**config.mk**
```make
export PLATFORM = sky130hd
export DESIGN_NAME = dprintf_byte_emitter
export DESIGN_NICKNAME = d
export VERILOG_FILES = /design/src/rtl/dprintf_byte_emitter.sv
export SDC_FILE = /design/constraint.sdc
export NUM_CORES = 1
export LEC_CHECK = 0
export ABC_CLOCK_PERIOD_IN_PS = 3250
export CORE_MARGIN = 3
export CORE_UTILIZATION = 51
export CTS_CLUSTER_SIZE = 40
export DETAILED_ROUTE_END_ITERATION = 6
export PLACE_DENSITY = 0.8
export SLEW_MARGIN = 40
export SYNTH_ARGS = -nofsm -noshare
export SYNTH_HDL_FRONTEND = slang
export SYNTH_SLANG_ARGS = --single-unit
```
**constraint.sdc**
```tcl
create_clock -name clk -period 3.25 [get_ports clk]
set_input_delay 0.4875 -clock clk [delete_from_list [all_inputs] [get_ports clk]]
set_output_delay 0.4875 -clock clk [all_outputs]
set_load 0.005 [all_outputs]
```
**src/rtl/dprintf_byte_emitter.sv**
```systemverilog
// dprintf formatter: walks a 32-byte payload and emits ASCII characters one per cycle.
// Define DPRINTF_BYTE_EMITTER_HEX_EN to enable 0x8N hex-field expansion.
module dprintf_byte_emitter (
    input  logic        clk,
    input  logic        reset_n,
    input  logic        req__valid,
    input  logic [15:0] req__address,
    input  logic [63:0] req__data_0,
    input  logic [63:0] req__data_1,
    input  logic [63:0] req__data_2,
    input  logic [63:0] req__data_3,
    output logic        ack,
    output logic        byte__valid,
    output logic [15:0] byte__address,
    output logic [7:0]  byte__data,
    input  logic        byte__ready
);

`ifdef DPRINTF_BYTE_EMITTER_HEX_EN
    typedef enum logic [1:0] {IDLE, SCAN, HEX} state_t;
`else
    typedef enum logic [1:0] {IDLE, SCAN} state_t;
`endif

    state_t       state, state_n;
    logic [5:0]   ptr, ptr_n;
    logic [255:0] payload;
    logic [15:0]  next_addr;
    logic         cap, emit, free;
    logic [7:0]   emit_data;
    logic [7:0]   bidx;
    logic [7:0]   cur_byte;
    logic [6:0]   ptr_p2;

`ifdef DPRINTF_BYTE_EMITTER_HEX_EN
    logic [3:0]   cnt, cnt_n;
    logic [7:0]   nidx;
    logic [3:0]   cur_nib;
    logic [6:0]   ptr_p1, ptr_rnd;

    assign nidx    = 8'd255 - {ptr, 2'b00};
    assign cur_nib = payload[nidx -: 4];
    assign ptr_p1  = {1'b0, ptr} + 7'd1;
    assign ptr_rnd = ptr_p1 + {6'b0, ptr_p1[0]};
`endif

    assign free     = !byte__valid || byte__ready;
    assign bidx     = 8'd255 - {ptr[5:1], 3'b000};
    assign cur_byte = payload[bidx -: 8];
    assign ptr_p2   = {1'b0, ptr} + 7'd2;

    always_comb begin
        state_n   = state;
        ptr_n     = ptr;
        cap       = 1'b0;
        emit      = 1'b0;
        emit_data = 8'h00;
`ifdef DPRINTF_BYTE_EMITTER_HEX_EN
        cnt_n     = cnt;
`endif
        case (state)
            IDLE: begin
                if (req__valid) begin
                    cap     = 1'b1;
                    ptr_n   = 6'd0;
                    state_n = SCAN;
                end
            end
            SCAN: begin
                if (free) begin
                    ptr_n = ptr_p2[5:0];
                    if (ptr_p2[6])
                        state_n = IDLE;
                    unique case (1'b1)
                        (cur_byte == 8'hFF): begin
                            state_n = IDLE;
                        end
                        (cur_byte >= 8'h20 && cur_byte <= 8'h7E): begin
                            emit      = 1'b1;
                            emit_data = cur_byte;
                        end
`ifdef DPRINTF_BYTE_EMITTER_HEX_EN
                        (cur_byte[7:4] == 4'h8): begin
                            cnt_n = cur_byte[3:0];
                            if (!ptr_p2[6])
                                state_n = HEX;
                        end
`endif
                        default: ;
                    endcase
                end
            end
`ifdef DPRINTF_BYTE_EMITTER_HEX_EN
            HEX: begin
                if (free) begin
                    emit      = 1'b1;
                    emit_data = (cur_nib < 4'd10) ? 8'h30 + {4'h0, cur_nib}
                                                  : 8'h37 + {4'h0, cur_nib};
                    if (cnt == 4'd0) begin
                        // odd pointer rounds up to the next byte boundary
                        ptr_n   = ptr_rnd[5:0];
                        state_n = ptr_rnd[6] ? IDLE : SCAN;
                    end else begin
                        cnt_n = cnt - 4'd1;
                        ptr_n = ptr_p1[5:0];
                        if (ptr_p1[6])
                            state_n = IDLE;
                    end
                end
            end
`endif
            default: state_n = IDLE;
        endcase
    end

    always_ff @(posedge clk or negedge reset_n) begin
        if (!reset_n) begin
            state         <= IDLE;
            ptr           <= 6'd0;
            payload       <= '0;
            next_addr     <= 16'h0000;
            ack           <= 1'b0;
            byte__valid   <= 1'b0;
            byte__data    <= 8'h00;
            byte__address <= 16'h0000;
`ifdef DPRINTF_BYTE_EMITTER_HEX_EN
            cnt           <= 4'd0;
`endif
        end else begin
            state <= state_n;
            ptr   <= ptr_n;
            ack   <= cap;
`ifdef DPRINTF_BYTE_EMITTER_HEX_EN
            cnt   <= cnt_n;
`endif
            if (cap) begin
                payload   <= {req__data_0, req__data_1, req__data_2, req__data_3};
                next_addr <= req__address;
            end
            if (emit) begin
                byte__valid   <= 1'b1;
                byte__data    <= emit_data;
                byte__address <= next_addr;
                next_addr     <= next_addr + 16'd1;
            end else if (byte__ready) begin
                byte__valid <= 1'b0;
            end
        end
    end

endmodule

```
# ---- After elaboration in Yosys (flattened, before gate mapping)
# Index checks and enable logic that the tools add are counted.
dict set report op_classes {
  add_sub_neg 3
  order_cmp 2
  eq_ne 5
  shift 1
  mux 20
  reduce_logical 9
}
# cell count
set op_table {}
lappend op_table {{variable part select 263 x 9 -> 8 bit} 1}
lappend op_table {{2-to-1 mux 16 bit} 2}
lappend op_table {{2-to-1 mux 8 bit} 3}
lappend op_table {{adder 16 x 1 -> 16 bit (second input constant)} 1}
lappend op_table {{2-to-1 mux 6 bit} 2}
lappend op_table {{one-hot mux 6 bit (2 select lines)} 1}
lappend op_table {{equality test 8 bit (second input constant)} 1}
lappend op_table {{>= comparator 8 x 6 -> 1 bit (second input constant)} 1}
lappend op_table {{<= comparator 8 x 7 -> 1 bit (second input constant)} 1}
lappend op_table {{2-to-1 mux 2 bit} 4}
lappend op_table {{subtractor 8 bit (first input constant)} 1}
lappend op_table {{adder 6 x 2 -> 7 bit (second input constant)} 1}
lappend op_table {{2-to-1 mux 1 bit} 7}
lappend op_table {{AND reduction 3 bit} 2}
lappend op_table {{nonzero test 2 bit} 3}
lappend op_table {{inequality test 2 bit (second input constant)} 2}
lappend op_table {{one-hot mux 2 bit (2 select lines)} 1}
lappend op_table {{inequality test 3 bit (second input constant)} 1}
lappend op_table {{equality test 2 x 1 -> 1 bit (second input constant)} 1}
lappend op_table {{logical NOT 2 bit} 1}
lappend op_table {{logical AND 1 bit} 1}
lappend op_table {{logical NOT 1 bit} 1}
lappend op_table {{logical OR 1 bit} 1}
dict set report totals {
  reg_bits 306
  output_inout_bits 26
  wordCells 48
}

# ---- Logic depth before layout (Yosys ltp)
# Gate-level depths: netlist of the first run.
dict set report depth {
  word_depth 8
  mapped_depth 13
  ltp_nobuf 8
}

# ---- Worst setup path after synthesis of the first run
# Ideal clock, no wire load.
dict set report synth_path {
  kind {register -> register}
  startpoint {reg ptr[1]}
  endpoint {reg next_addr[15]}
  setup_time_ps 126
  arrival_time_ps 2854
  required_time_ps 3124
  path_slack_ps 270
  stages_incl_launch_ff 13
  path_buffers 4
  cell_sequence {dfrtp_1 -> buf_6 -> buf_6 -> buf_4 -> mux4_2 -> mux2i_1 -> o22ai_1 -> a211oi_1 -> o211a_1 -> o21a_1 -> buf_6 -> mux2_4 -> a221o_1}
}
dict set report synth_between {
  elab_chain_len 8
  elab_cells_between_ends 10
  cone_classes {1 x add/sub; 2 x order compare; 1 x shift; 4 x mux; 2 x reduce/logical}
}
# element line_no
set synth_rtl {}
lappend synth_rtl {{start: declaration} 26} ;# logic [5:0] ptr, ptr_n;
lappend synth_rtl {{start signal: assignment} 131} ;# ptr <= ptr_n;
lappend synth_rtl {{subtractor 8 bit *} 48} ;# assign bidx = 8'd255 - {ptr[5:1], 3'b000};
lappend synth_rtl {{variable part select 263 x 9 -> 8 bit *} 49} ;# assign cur_byte = payload[bidx -: 8];
lappend synth_rtl {{>= comparator 8 x 6 -> 1 bit / <= comparator 8 x 7 -> 1 bit (equally long branches)} 78} ;# (cur_byte >= 8'h20 && cur_byte <= 8'h7E): begin
lappend synth_rtl {{logical AND 1 bit *} 78}
lappend synth_rtl {{2-to-1 mux 1 bit *} 74} ;# unique case (1'b1)
lappend synth_rtl {{2-to-1 mux 1 bit *} 70} ;# if (free) begin
lappend synth_rtl {{2-to-1 mux 1 bit *} 61} ;# case (state)
lappend synth_rtl {{2-to-1 mux 16 bit / nonzero test 2 bit (equally long branches)} --}
lappend synth_rtl {{end signal: assignment} 138} ;# next_addr <= req__address;
lappend synth_rtl {{end signal: assignment} 144} ;# next_addr <= next_addr + 16'd1;
lappend synth_rtl {{end: declaration} 28} ;# logic [15:0] next_addr;
# Every way passes the cells marked *; elsewhere a longest branch is shown, timed or not.
# A chain may end at the register's enable or synchronous reset.

# ---- Final worst setup path of the first run
dict set report layout_path {
  startpoint {reg ptr[1]}
  endpoint {reg next_addr[7]}
}
# The elaborated chain is that of the path after synthesis.

==> summary.txt, run 1 <==
Status
  – Status: finished, final reports clean

Floorplanning
  – Die X: 171 um
  – Core Box Area: around 0.026 mm2
  – IO Pins: 302
  – Initial core utilization: 0.527
  – Full die area: 0.0293 mm2
  – FP Rows: 59
  – Die height: around 170 um

Power and ir drop
  – P_sw: about 6.6 mW
  – VDD IR max: between 500 and 600 uV
  – Net Sw Frac: 0.361
  – Power Dens Cells: approximately 970 mW/mm2
  – Flop pwr share: 0.367
  – Pint: 11.7 mW
  – Combinational share of power: 0.439
  – Clk pwr share: 0.194
  – Total power: 18.3 mW
  – Leakage: 9.14 nW

Detailed routing
  – Pre-antenna DRT Iters: 5
  – DRT antenna net count: 0
  – Via count: 11737
  – Drt wl/cell: 19.3 um
  – # DRC: 0
  – DRT iter0 DRCs: 1042
  – Routed WL: 41500 um
  – Via-to-Cell Ratio: approximately 5.5

Worst hold path
  – Hold WC Path Type: in -> reg

Global route
  – All-Layer GR Usage: 0.278
  – Vias in the first global route: 11842
  – Largest net degree at the start of global routing: 142
  – Grt ovf: 0
  – Antenna violations before repair: 1
  – First-pass GRT wire length: 63700 um

Synthesis
  – Ranking of synthesized cells by area: dfrtp_1 55%, nand2_1 21%, mux4_2 7.1%
  – Top post-synthesis cells by count: 795 x nand2_1, 304 x dfrtp_1, 61 x clkbuf_1
  – Post-synth EDFFs: 0
  – Flops & latches, synth: about 300
  – Yosys cell types: 52
  – Share of the synthesized area in the top cell type: 0.547
  – Largest area contributor in the netlist: dfrtp_1
  – Mapped Cells: 1478
  – Ys Warns: 0
  – Area of the mapped netlist: 0.0139 mm2
  – Synthesized Nets: 1756
  – Syn avg cell area: 9.41 um2
  – Asr flop ratio synth: 1.00
  – Seq/Total Area, Yosys: 0.547
  – Count leader, synth: nand2_1
  – Top FF cell, synth: dfrtp_1

Timing
  – Sum Neg Setup Slack: 0 ns
  – Setup-failing EPs final: 0
  – Hold Vio Cnt, Final: 0
  – Max-slew violations: 0
  – Crit share post-route: 0.980
  – Relative slew slack: 0.505
  – Min Clock Period, post-route: around 3.2 ns
  – Worst-Margin Slew: 0.743 ns
  – Peak Freq: 314 MHz
  – Final Skew: 0.0149 ns
  – Worst hold slack: 0.443 ns

Clock tree
  – CTS tree: done
  – Htree depth: 1
  – Clock Latency Late Sink: approximately 0.57 ns
  – CTS root buffer: clkbuf_16
  – Num CTS Buffers: 31
  – Clock Pin Slew Worst Setup and Hold Paths: 0.06 ns
  – Clock Tree Buf Depth: 3
  – Clock Sinks: 304

Setup path
  – Data arrival, critical path: 3.62 ns
  – CP Capture Type: flop
  – Setup CP Type: reg -> reg
  – Flop-to-flop setup slack: approximately 0.066 ns
  – WP data required: 3.68 ns
  – Largest fanout on the critical path: 13
  – Critical Path Source Type: flop

Finish
  – Core Util, Final: 0.712
  – Fraction of layout cells with a size suffix above 1: 0.122
  – Count of nets after finishing: 2066
  – Layout Cells excl Fill: 2148
  – Area growth, synth to finish: 35.2%

Placement
  – Port-buffer cells: 301
  – Routability cong.: 0.898
  – Placed Instances: between 2000 and 2500
  – DP HPWL: 29800 um

Run
  – Max-cap viol count: 0
worst paths after layout:
path / startpoint / end / cells after the start
hold / removal: req__data_0[28] / payload[220] / 3
max in group asynchronous: reset_n / byte__address[9] / 3
setup / recovery: ptr[1] / next_addr[7] / 11
setup reg to reg: ptr[1] / next_addr[7] / 11
min in group asynchronous: reset_n / payload[163] / 2
hold reg to reg: payload[13] / payload[13] / 2
power by group through the flow:
stage | combinational [mW] | clock (mW) | sequential (mW)
3_5_place_dp | 7.56 | 0 | 6.72
4_1_cts | 7.66 | 3.59 | 6.69
6_report | 8.05 | 3.56 | 6.73
2_1_floorplan | 4.88 | 0 | 6.23
3_3_place_gp | 7.35 | 0 | 6.63
5_1_grt | 8.78 | 3.75 | 6.89
worst max-delay path: stages (launching register included):
cell and delay [ns]:
dfrtp_4 0.52, clkbuf_16 0.22, buf_4 0.13, mux4_2 0.50
a22oi_2 0.29, nand3_1 0.13, a21boi_0 0.17, nand4_1 0.16
o21a_1 0.18, buf_12 0.14, mux2_4 0.29, a221o_1 0.30
what timing repair did:
item | CTS | global route
endpoints found under the hold margin | 79 | 0
hold buffers | 1 | 0
buffers inserted | 0 | 14
pin swaps | 0 | 2
gates cloned | 0 | 2
setup endpoints to repair | 10 | 20
resized for setup | 4 | 14
stage by stage:
step	worst slack [ns]	cell area, um2
6_report	0.0663	18800
4_1_cts	0.0190	18600
5_1_grt	-0.00748	18800
2_1_floorplan	0.270	13900
3_5_place_dp	-0.0680	17500
3_3_place_gp	0.0127	17500
state kept, by name (all words and copies together) (netlist names):
register       flops
state              1
byte__address     16
byte__data         8
payload          256
byte__valid        1
ack                1
next_addr         16
ptr                5
layout by cell type (no fill, tap or decap), types with 5 or more instances in the layout:
| cell | n |
|---|---|
| o221ai_1 | 6 |
| a21oi_1 | 5 |
| clkbuf_16 | 33 |
| a22oi_1 | 8 |
| a22oi_2 | 5 |
| nand2_1 | 795 |
| dfrtp_1 | 302 |
| mux2_2 | 36 |
| o21ai_0 | 16 |
| and3_1 | 5 |
| mux2i_1 | 36 |
| a32oi_1 | 9 |
| nor2b_1 | 6 |
| inv_1 | 13 |
| buf_12 | 15 |
| clkbuf_1 | 7 |
| clkbuf_8 | 6 |
| mux4_2 | 44 |
| clkinv_2 | 9 |
| nand3_1 | 13 |
| buf_4 | 46 |
| clkdlybuf4s50_1 | 300 |
| nor2_1 | 15 |
metal layers:
metal	GRT usage	vias to the layer above	part of all wire
li1	-	5445	-
met1	0.385	5729	0.41
met2	0.459	473	0.49
met3	0.0446	90	0.063
met4	0.0882	0	0.035
met5	0	-	0
area by class of cell:
cell class                      count  area, um2
Inverter                           14       60.1
Sequential cell                   304       7610
Antenna cell                        1       2.50
Clock inverter                     13        134
Timing Repair Buffer              367       3760
Clock buffer                       44        885
Multi-Input combinational cell   1070       5930
Fill cell                        1909       7620
Tap cell                          335        419
logic make-up after synthesis:
| group | count (synthesis) | synth area share |
|---|---|---|
| buffers and inverters | 104 | 0.0330 |
| XOR/XNOR | 3 | 0.00189 |
| flip-flops | 304 | 0.547 |
| AND/OR/NAND/NOR | 861 | 0.241 |
| AO/OA/AOI/OAI | 83 | 0.0446 |
| multiplexers | 121 | 0.131 |
| adder cells (fa/ha/maj) | 2 | 0.00180 |
(Power assumes the default switching activity.)
==> run 2: changes to the inputs <==
--- a/config.mk
+++ b/config.mk
@@ -11,6 +11,7 @@
 export CTS_CLUSTER_SIZE = 40
 export DETAILED_ROUTE_END_ITERATION = 6
 export PLACE_DENSITY = 0.8
+export SKIP_LAST_GASP = 1
 export SLEW_MARGIN = 40
 export SYNTH_ARGS = -nofsm -noshare
 export SYNTH_HDL_FRONTEND = slang
==> results of run 2 <==
The final DEF is identical to that of run 1; final timing and power are the same.
